**src/rtl/sram_queue_pkg.sv**
```systemverilog
// rtl/sram_queue_pkg.sv - shared parameters and types for the SRAM-backed queue
package sram_queue_pkg;
  localparam int DEPTH_DEF = 512;
  localparam int WIDTH_DEF = 51;
  localparam int AW_DEF    = $clog2(DEPTH_DEF);

  // Holds array entries plus one in-flight read plus two output-buffer slots.
  typedef logic [AW_DEF+1:0] count_t;
endpackage

```
**src/rtl/sram_queue_obuf.sv**
```systemverilog
// rtl/sram_queue_obuf.sv - two-entry registered output buffer feeding the consumer
module sram_queue_obuf
  import sram_queue_pkg::*;
#(
  parameter int WIDTH = WIDTH_DEF
) (
  input  logic             clock,
  input  logic             reset_n,
  input  logic             flush_i,
  input  logic             enq_valid_i,
  input  logic [WIDTH-1:0] enq_bits_i,
  output logic             enq_ready_o,
  output logic             deq_valid_o,
  input  logic             deq_ready_i,
  output logic [WIDTH-1:0] deq_bits_o,
  output logic [1:0]       ob_cnt_o,
  output logic [1:0]       ob_cnt_next_o
);
  logic [WIDTH-1:0] head_q, head_d, tail_q, tail_d;
  logic [1:0]       cnt_q, cnt_d, cnt_pop;
  logic             pop;

  always_comb begin
    pop     = deq_ready_i && (cnt_q != 2'd0);
    cnt_pop = cnt_q - {1'b0, pop};
    head_d  = pop ? tail_q : head_q;
    tail_d  = tail_q;
    // The caller only pushes when there is room after this cycle's pop.
    if (enq_valid_i) begin
      if (cnt_pop == 2'd0) head_d = enq_bits_i;
      else                 tail_d = enq_bits_i;
    end
    cnt_d = flush_i ? 2'd0 : cnt_pop + {1'b0, enq_valid_i};
  end

  always_ff @(posedge clock or negedge reset_n) begin
    if (!reset_n) begin
      cnt_q  <= 2'd0;
      head_q <= '0;
    end else begin
      cnt_q  <= cnt_d;
      head_q <= head_d;
    end
  end

  always_ff @(posedge clock) begin
    tail_q <= tail_d;
  end

  assign enq_ready_o   = (cnt_pop != 2'd2);
  assign deq_valid_o   = (cnt_q != 2'd0);
  assign deq_bits_o    = head_q;
  assign ob_cnt_o      = cnt_q;
  assign ob_cnt_next_o = cnt_d;
endmodule

```
**src/rtl/sram_queue_ctrl.sv**
```systemverilog
// rtl/sram_queue_ctrl.sv - FIFO controller over an external 1R1W array with read-ahead buffer
module sram_queue_ctrl
  import sram_queue_pkg::*;
#(
  parameter int DEPTH = DEPTH_DEF,
  parameter int WIDTH = WIDTH_DEF,
  parameter int AW    = AW_DEF
) (
  input  logic             clock,
  input  logic             reset_n,
  input  logic             enq_valid,
  output logic             enq_ready,
  input  logic [WIDTH-1:0] enq_bits,
  output logic             deq_valid,
  input  logic             deq_ready,
  output logic [WIDTH-1:0] deq_bits,
  input  logic             flush,
  output logic [AW+1:0]    count,
  output logic [AW-1:0]    R0_addr,
  output logic             R0_en,
  input  logic [WIDTH-1:0] R0_data,
  output logic [AW-1:0]    W0_addr,
  output logic             W0_en,
  output logic [WIDTH-1:0] W0_data
);
  logic [AW:0]      arr_cnt_q, arr_cnt_d;
  logic [AW-1:0]    wptr_q, wptr_d, rptr_q, rptr_d;
  logic             inflight_q, inflight_d;
  logic             enq_fire, bypass, wr, rd, capture, ob_push, ob_room;
  logic [WIDTH-1:0] ob_push_bits;
  logic [1:0]       ob_cnt, ob_cnt_next;

  assign enq_ready = (arr_cnt_q != (AW+1)'(DEPTH));

  always_comb begin
    enq_fire     = enq_valid && enq_ready && !flush;
    bypass       = enq_fire && (arr_cnt_q == '0) && !inflight_q && ob_room;
    wr           = enq_fire && !bypass;
    capture      = inflight_q && !flush;
    ob_push      = bypass || capture;
    ob_push_bits = capture ? R0_data : enq_bits;
    // ob_cnt_next already counts this cycle's capture, so a new read fits iff it is < 2.
    rd           = !flush && (arr_cnt_q != '0) && (ob_cnt_next < 2'd2);
    inflight_d   = rd;
    wptr_d       = wr ? wptr_q + AW'(1) : wptr_q;
    rptr_d       = rd ? rptr_q + AW'(1) : rptr_q;
    arr_cnt_d    = arr_cnt_q + (AW+1)'(wr) - (AW+1)'(rd);
    if (flush) begin
      wptr_d    = '0;
      rptr_d    = '0;
      arr_cnt_d = '0;
    end
  end

  always_ff @(posedge clock or negedge reset_n) begin
    if (!reset_n) begin
      arr_cnt_q  <= '0;
      wptr_q     <= '0;
      rptr_q     <= '0;
      inflight_q <= 1'b0;
    end else begin
      arr_cnt_q  <= arr_cnt_d;
      wptr_q     <= wptr_d;
      rptr_q     <= rptr_d;
      inflight_q <= inflight_d;
    end
  end

  sram_queue_obuf #(.WIDTH(WIDTH)) u_obuf (
    .clock         (clock),
    .reset_n       (reset_n),
    .flush_i       (flush),
    .enq_valid_i   (ob_push),
    .enq_bits_i    (ob_push_bits),
    .enq_ready_o   (ob_room),
    .deq_valid_o   (deq_valid),
    .deq_ready_i   (deq_ready && !flush),
    .deq_bits_o    (deq_bits),
    .ob_cnt_o      (ob_cnt),
    .ob_cnt_next_o (ob_cnt_next)
  );

  assign count   = (AW+2)'(arr_cnt_q) + (AW+2)'(inflight_q) + (AW+2)'(ob_cnt);
  assign R0_en   = rd;
  assign R0_addr = rptr_q;
  assign W0_en   = wr;
  assign W0_addr = wptr_q;
  assign W0_data = enq_bits;
endmodule

```
**config.mk**
```make
export PLATFORM = sky130hd
export DESIGN_NAME = sram_queue_ctrl
export DESIGN_NICKNAME = d
export VERILOG_FILES = /design/src/rtl/sram_queue_pkg.sv /design/src/rtl/sram_queue_obuf.sv /design/src/rtl/sram_queue_ctrl.sv
export SDC_FILE = /design/constraint.sdc
export NUM_CORES = 1
export LEC_CHECK = 0
export ABC_CLOCK_PERIOD_IN_PS = 8300
export CORE_AREA = 2 2 124 126
export DETAILED_ROUTE_END_ITERATION = 7
export DIE_AREA = 0 0 126 128
export PLACE_DENSITY = 0.83
export SLEW_MARGIN = 10
export SYNTH_ARGS = -nofsm -noshare
export SYNTH_HDL_FRONTEND = slang
export SYNTH_SLANG_ARGS = --single-unit
```
**constraint.sdc**
```tcl
create_clock -name clock -period 8.3 [get_ports clock]
set_input_delay 1.66 -clock clock [delete_from_list [all_inputs] [get_ports clock]]
set_output_delay 1.66 -clock clock [all_outputs]
set_load 0.03 [all_outputs]
```
=== After elaboration in Yosys (flattened, before gate mapping) ===
Index checks and enable logic that the tools add are counted.

* Memory bits (writable): 0
* Logic and storage cells: 51
* Latch bits: 0
* Memories kept: 0
* ROM bits: 0
* Register bits after elaboration: 133
* Output and inout bits: 135

* Reductions and logical operators: 22
* $add $sub $neg: 8
* Magnitude comparators: 1
* Multipliers: 0
* Bitwise operators: 1
* Equality and inequality tests: 2
* Divide/modulo/power cells: 0
* Multiplexer cells: 10
* Shifts and indexed selects: 0

{| class="wikitable"
|+ Operator list
! cell !! count
|-
| $mux W51 || 4
|-
| $mux W9 || 4
|-
| $add A9 B1 Y9 const B || 2
|-
| $add A10 B1 Y11 || 1
|-
| $add A11 B2 Y11 || 1
|-
| $logic_and A1 B1 Y1 || 11
|-
| $add A10 B1 Y10 || 1
|-
| $logic_not A10 Y1 || 1
|-
| $mux W10 || 1
|-
| $ne A10 B10 Y1 const B || 1
|-
| $reduce_bool A10 Y1 || 1
|-
| $sub A10 B1 Y10 || 1
|-
| $reduce_bool A2 Y1 || 3
|-
| $logic_not A1 Y1 || 3
|-
| $add A2 B1 Y2 || 1
|-
| $logic_not A2 Y1 || 1
|-
| $lt A2 B2 Y1 const B || 1
|-
| $mux W2 || 1
|-
| $ne A2 B2 Y1 const B || 1
|-
| $reduce_and A2 Y1 || 1
|-
| $sub A2 B1 Y2 || 1
|-
| $logic_or A1 B1 Y1 || 1
|-
| $not A1 Y1 || 1
|}

=== Depth between registers and ports, before layout ===
* Depth in word-level cells: 13
* Gate-level depth with buffers: 22
* Gate-level depth less buffers: 19

=== Modules after synthesis ===
From an unflattened synthesis, not the netlist that was laid out.

* Cell total of the unflattened synthesis: 667
* Area, all modules: 7,105.6 µm²

{| class="wikitable"
|+ By module, submodules not included
! module !! area each (µm²) !! cells each !! instances
|-
| sram_queue_obuf || 4,035.1 || 344 || 1
|-
| sram_queue_ctrl || 3,070.4 || 323 || 1
|}

=== Worst setup path after synthesis ===
No wires, ideal clock.

* Path kind: in2reg
* Start point: input flush
* End point: register arr_cnt_q[8]
* Setup slack: 2.684 ns
* Stages on the path: 21
* Setup time: 0.136 ns
* Arrival time: 5.480 ns
* Required time: 8.164 ns
* Path through: and3b_1 -> clkbuf_1 -> buf_2 -> ha_1 -> xnor2_1 -> nor2_1 -> o21ai_0 -> ha_1 -> xnor3_1 -> o31ai_1 -> buf_2 -> nor2_1 -> ha_1 -> inv_1 -> ha_1 -> fa_1 -> a21oi_1 -> o311a_1 -> a211oi_1 -> o21a_1 -> nor3_1

* Word-level cells in the longest chain between the ends: 13
* Elaborated cells between the ends (all ways): 21

{| class="wikitable"
|+ Ends and longest elaborated chain
! what !! line !! RTL
|-
| start: declaration || sram_queue_ctrl.sv:17 || <nowiki>input logic flush,</nowiki>
|-
| $logic_not A1 Y1 || - ||
|-
| $logic_and A1 B1 Y1 || sram_queue_ctrl.sv:77 || <nowiki>.deq_ready_i (deq_ready && !flush),</nowiki>
|-
| $logic_and A1 B1 Y1 || sram_queue_obuf.sv:24 || <nowiki>pop = deq_ready_i && (cnt_q != 2'd0);</nowiki>
|-
| $sub A2 B1 Y2 || sram_queue_obuf.sv:25 || <nowiki>cnt_pop = cnt_q - {1'b0, pop};</nowiki>
|-
| $ne A2 B2 Y1 || sram_queue_obuf.sv:50 || <nowiki>assign enq_ready_o = (cnt_pop != 2'd2);</nowiki>
|-
| $logic_and A1 B1 Y1 || sram_queue_ctrl.sv:37 || <nowiki>bypass = enq_fire && (arr_cnt_q == '0) && !inflight_q && ob_room;</nowiki>
|-
| $logic_or A1 B1 Y1 || sram_queue_ctrl.sv:40 || <nowiki>ob_push = bypass || capture;</nowiki>
|-
| $add A2 B1 Y2 || sram_queue_obuf.sv:33 || <nowiki>cnt_d = flush_i ? 2'd0 : cnt_pop + {1'b0, enq_valid_i};</nowiki>
|-
| $mux W2 || sram_queue_obuf.sv:33 ||
|-
| $lt A2 B2 Y1 || sram_queue_ctrl.sv:43 || <nowiki>rd = !flush && (arr_cnt_q != '0) && (ob_cnt_next < 2'd2);</nowiki>
|-
| $logic_and A1 B1 Y1 * || sram_queue_ctrl.sv:43 ||
|-
| via R0_en || sram_queue_ctrl.sv:20 || <nowiki>output logic R0_en,</nowiki>
|-
| $sub A10 B1 Y10 * || sram_queue_ctrl.sv:47 || <nowiki>arr_cnt_d = arr_cnt_q + (AW+1)'(wr) - (AW+1)'(rd);</nowiki>
|-
| $mux W10 * || sram_queue_ctrl.sv:48 || <nowiki>if (flush) begin</nowiki>
|-
| via arr_cnt_d[8] || sram_queue_ctrl.sv:26 || <nowiki>logic [AW:0] arr_cnt_q, arr_cnt_d;</nowiki>
|-
| end signal: assignment || sram_queue_ctrl.sv:62 || <nowiki>arr_cnt_q <= arr_cnt_d;</nowiki>
|-
| end: declaration || sram_queue_ctrl.sv:26 ||
|}

The timed path passes the listed nets; every way through them passes the cells marked *.
A chain may end at the register's enable or synchronous reset.

=== Worst setup path after layout ===
* Start point: input flush
* End point: output R0_en

* Word-level cells in the longest chain between the ends: 11
* Elaborated cells between the ends (all ways): 16

{| class="wikitable"
|+ Ends and longest elaborated chain
! what !! line
|-
| $logic_not A1 Y1 || -
|-
| $logic_and A1 B1 Y1 || sram_queue_ctrl.sv:77
|-
| $logic_and A1 B1 Y1 || sram_queue_obuf.sv:24
|-
| $sub A2 B1 Y2 || sram_queue_obuf.sv:25
|-
| $ne A2 B2 Y1 || sram_queue_obuf.sv:50
|-
| $logic_and A1 B1 Y1 || sram_queue_ctrl.sv:37
|-
| $logic_or A1 B1 Y1 || sram_queue_ctrl.sv:40
|-
| $add A2 B1 Y2 || sram_queue_obuf.sv:33
|-
| $mux W2 || sram_queue_obuf.sv:33
|-
| $lt A2 B2 Y1 || sram_queue_ctrl.sv:43
|-
| $logic_and A1 B1 Y1 * || sram_queue_ctrl.sv:43
|-
| end: declaration || sram_queue_ctrl.sv:20
|}

Mark *: on every way between the ends. The rest lies on a longest branch, timed or not.

==> results by group <==
Worst setup path
  • R2R Path Start: u_obuf.ob_cnt_o[1]
  • Worst setup slack for register-to-register paths: 3.63 ns
  • Destination of the worst register-to-register timing path: arr_cnt_q[8]
  • Critical path endpoint category: output port
  • Req. time, crit path: 6.64 ns
  • Critical setup path kind: in2out
  • Top cell family by delay on the critical path: buffers and inverters
  • Total buffers and inverters traversed by the critical path: 3
  • Max FO, Critical Path: 33
  • Worst Path Arrival: 5.16 ns
  • Startpoint type of the worst setup path: input port
  • Max stage delay cell, worst path: sky130_fd_sc_hd__clkdlybuf4s50_1
  • Reg2Reg Depth: 19
  • Largest stage delay on the critical path: 0.72 ns
  • CP cell instances: clkdlybuf4s50_1 > buf_4 > and3b_2 > ha_1 > xnor2_1 > nor2_1 > o21ai_0 > ha_1 > xnor3_1 > o31ai_2 > nor2_1 > clkdlybuf4s50_1

Placement
  • Post-Place Worst Slack: around 1.3 ns
  • Routability cong.: approximately 0.85
  • Detail Placement HPWL: 12.4 mm
  • Total instance count after detailed placement: 926
  • Port Buffer Count: 241

Synthesis
  • Yosys warning total: 0
  • Post-Syn Instances: 565
  • Predominant post-synthesis flop cell: sky130_fd_sc_hd__dfrtp_1
  • Synth Net Count: 702
  • Commonest cells post-synth: sky130_fd_sc_hd__mux2_2, sky130_fd_sc_hd__dfrtp_1, sky130_fd_sc_hd__mux2_1
  • Number of storage elements in the synthesis netlist: 133
  • Number of distinct library cell variants in the gate-level netlist after synthesis: 53
  • Cell area after synthesis: 7260 µm²
  • Cell with the most instances after synthesis: sky130_fd_sc_hd__mux2_2
  • Synth top area share: 0.283
  • Post-synthesis area per instance: 12.8 µm²
  • Count of flip-flops with a built-in enable after synthesis: 51
  • Portion of the post-synthesis area used by sequential elements: 0.494
  • Fraction of synthesis flops using an asynchronous set or reset pin: 0.617
  • Most area-hungry cell type in the Yosys netlist: sky130_fd_sc_hd__dfrtp_1
  • Biggest area contributors in the synthesized netlist: sky130_fd_sc_hd__dfrtp_1, sky130_fd_sc_hd__edfxtp_1, sky130_fd_sc_hd__mux2_2, sky130_fd_sc_hd__mux2_1, sky130_fd_sc_hd__buf_4

Die
  • CORE AREA: 14900 µm²
  • I/O Pins: around 240
  • DIE AREA: 16100 µm²
  • Height of the chip: 128 µm
  • Standard-cell row count: 45
  • Initial Utilization: 0.488
  • Die outline width: around 130 µm

STA
  • Setup skew after layout: 0.0118 ns
  • Final-layout setup total negative slack: 0 ns
  • Maximum clock frequency: 147 MHz
  • Pins over their slew limit: 0
  • Hold Vio Cnt, Final: 0
  • Time the final worst path needs with I/O delays and setup: 6.82 ns
  • Unrepaired setup endpoints after global routing: no
  • Tightest Pin Transition: 1.11 ns
  • Tcrit/Tclk final: 0.822
  • Worst slew margin relative to its limit: 0.263
  • Least setup slack across all paths after layout: 1.48 ns
  • Number of setup violations in the final report: 0

Clock network
  • Post-CTS Repair Setup Buffers: 0
  • CTS tree: yes
  • Sink Count: 133
  • Number of H-tree levels: 4
  • TritonCTS Buffers: 17
  • Source-to-sink clock delay at the later pin of the worst-skew pair: 0.41 ns
  • Resized cells post-CTS: 0
  • Post-CTS Hold Fix Bufs: 0
  • Register clock-pin slew on the reported worst setup and hold paths: 0.05 ns
  • Clock Tree Buf Depth: 2
  • Library cell used as clock root buffer: sky130_fd_sc_hd__clkbuf_16

Status
  • Run status: complete, no violations

Cells and area
  • Layout cell share with drive strength beyond 1: 0.187
  • Post-layout util: 0.676
  • Final antenna diode count: 0
  • Storage element area: 3580 µm²
  • Non-filler instance count after layout: 957
  • Area taken by multi-input logic gates: 3110 µm²
  • Growth of design area from synthesis to finish: 38.3%
  • Filler Cell Count: ~1100
  • Final net count: 894

Hold path
  • Worst hold path cell count: 1
  • Hold Path Class: reg2reg
  • Hold path endpoint: W0_addr[8]
  • Launch instance of the worst min-delay path: W0_addr[8]

Detailed routing
  • Post-route DRC: 0
  • Wirelength per Cell: 18.0 µm
  • First-pass DRT Iterations: 4
  • Via/cell ratio: between 5 and 6
  • Number of DRC violations after detailed-routing iteration 0: between 200 and 250
  • Total routed wirelength: ~17 mm
  • Total number of vias: 4948
  • Post-DRT Antenna Nets: 0

Global routing
  • Total Routing Usage GR: 0.215
  • Initial antenna violation count: 0
  • Wire length of the first global-routing pass: 27.2 mm
  • Total congestion overflow after global routing: 0
  • Largest net degree at the start of global routing: 83
  • Number of global-route vias before repair: 5139

Power and ir drop
  • LEAKAGE: 4.00 nW
  • Largest voltage drop on the vdd net: 0.291 mV
  • PD cells: approximately 360 nW/µm²

Flow run
  • Number of max-capacitance violations reported: 0
-- per-layer routing --
layer	part of all wire	global-route usage	vias up	wire length, µm
met5	0	0	-	0
met4	0.0054	0.0472	0	93
met3	0.067	0.0643	11	1150
met2	0.52	0.383	179	9010
met1	0.40	0.258	2417	6940
li1	-	-	2341	-
-- logic make-up (layout without fill, tap and decap cells) --
| group | count (synthesis) | count (layout) | synth area share |
|---|---|---|---|
| mux | 159 | 159 | 0.246 |
| flops | 133 | 133 | 0.494 |
| buf+inv | 100 | 304 | 0.0820 |
| simple gates | 88 | 88 | 0.0624 |
| compound gates | 34 | 34 | 0.0338 |
| fa+ha+maj | 30 | 30 | 0.0548 |
| xor+xnor | 21 | 21 | 0.0272 |
-- where the power goes --
| group | total, mW | internal [mW] | switching, mW | leakage (nW) |
|---|---|---|---|---|
| logic | 1.89 | 0.876 | 1.02 | 2.25 |
| clock network | 0.713 | 0.463 | 0.250 | 0.272 |
| registers | 1.06 | 0.934 | 0.122 | 1.48 |
| total | 3.66 | 2.27 | 1.39 | 4.00 |
-- layout make-up --
type                       instances  area share
multi-input combinational        332       0.310
tap                              188      0.0234
inverter                          27      0.0101
sequential                       133       0.357
clock buffer                      26      0.0487
clock inverter                     5     0.00760
timing repair buffer             246       0.244
-- cell usage in the layout, fill, tap and decap left out, drive strengths merged, types with 2 or more instances in the layout --
cell,count
a211o,4
a21oi,10
and3,6
buf,6
bufinv,2
clkbuf,26
clkdlybuf4s50,240
clkinv,2
dfrtp,82
edfxtp,51
fa,3
ha,27
inv,27
mux2,156
mux2i,3
nand2,13
nand2b,4
nand3,9
nand4,4
nor2,28
nor2b,7
nor3,5
nor3b,3
o21ai,5
o21bai,2
or3,3
xnor2,17
xor2,3
-- flip-flops by register name, summed over array words and instances, names as in the netlist --
register	cells
R0_addr	9
inflight_q	1
arr_cnt_q	10
u_obuf.deq_bits_o	51
u_obuf.ob_cnt_o	2
u_obuf.tail_q	51
W0_addr	9
-- worst register-to-register path, stage by stage (launching register included) --
cell                       delay (ns)
sky130_fd_sc_hd__dfrtp_1         0.45
sky130_fd_sc_hd__or2_1           0.26
sky130_fd_sc_hd__and3b_2         0.22
sky130_fd_sc_hd__ha_1            0.22
sky130_fd_sc_hd__xnor2_1         0.42
sky130_fd_sc_hd__nor2_1          0.08
sky130_fd_sc_hd__o21ai_0         0.20
sky130_fd_sc_hd__ha_1            0.19
sky130_fd_sc_hd__xnor3_1         0.24
sky130_fd_sc_hd__o31ai_2         0.23
sky130_fd_sc_hd__nor2_1          0.19
sky130_fd_sc_hd__ha_1            0.34
sky130_fd_sc_hd__inv_1           0.04
sky130_fd_sc_hd__ha_1            0.21
sky130_fd_sc_hd__fa_1            0.42
sky130_fd_sc_hd__a21oi_1         0.21
sky130_fd_sc_hd__o311a_1         0.20
sky130_fd_sc_hd__a211oi_1        0.09
sky130_fd_sc_hd__o21a_1          0.18
sky130_fd_sc_hd__nor3_1          0.16
-- worst max-delay path by stage --
stage,cells after the start,start,endpoint
after floorplan,21,flush,arr_cnt_q[8]
after global placement,12,flush,R0_en
after detailed placement,12,flush,R0_en
after CTS,12,flush,R0_en
after global routing,12,flush,R0_en
final,12,flush,R0_en
-- metrics by stage --
step                hold WS (ns)  instance area (µm²)  power, mW
floorplan                  0.556                 7260       2.31
global route               0.580                10000       3.87
global placement           0.521                 9470       2.88
detailed placement         0.542                 9470       2.96
CTS                        0.554                10000       3.69
finish                     0.551                10000       3.66
(Power assumes the default switching activity.)
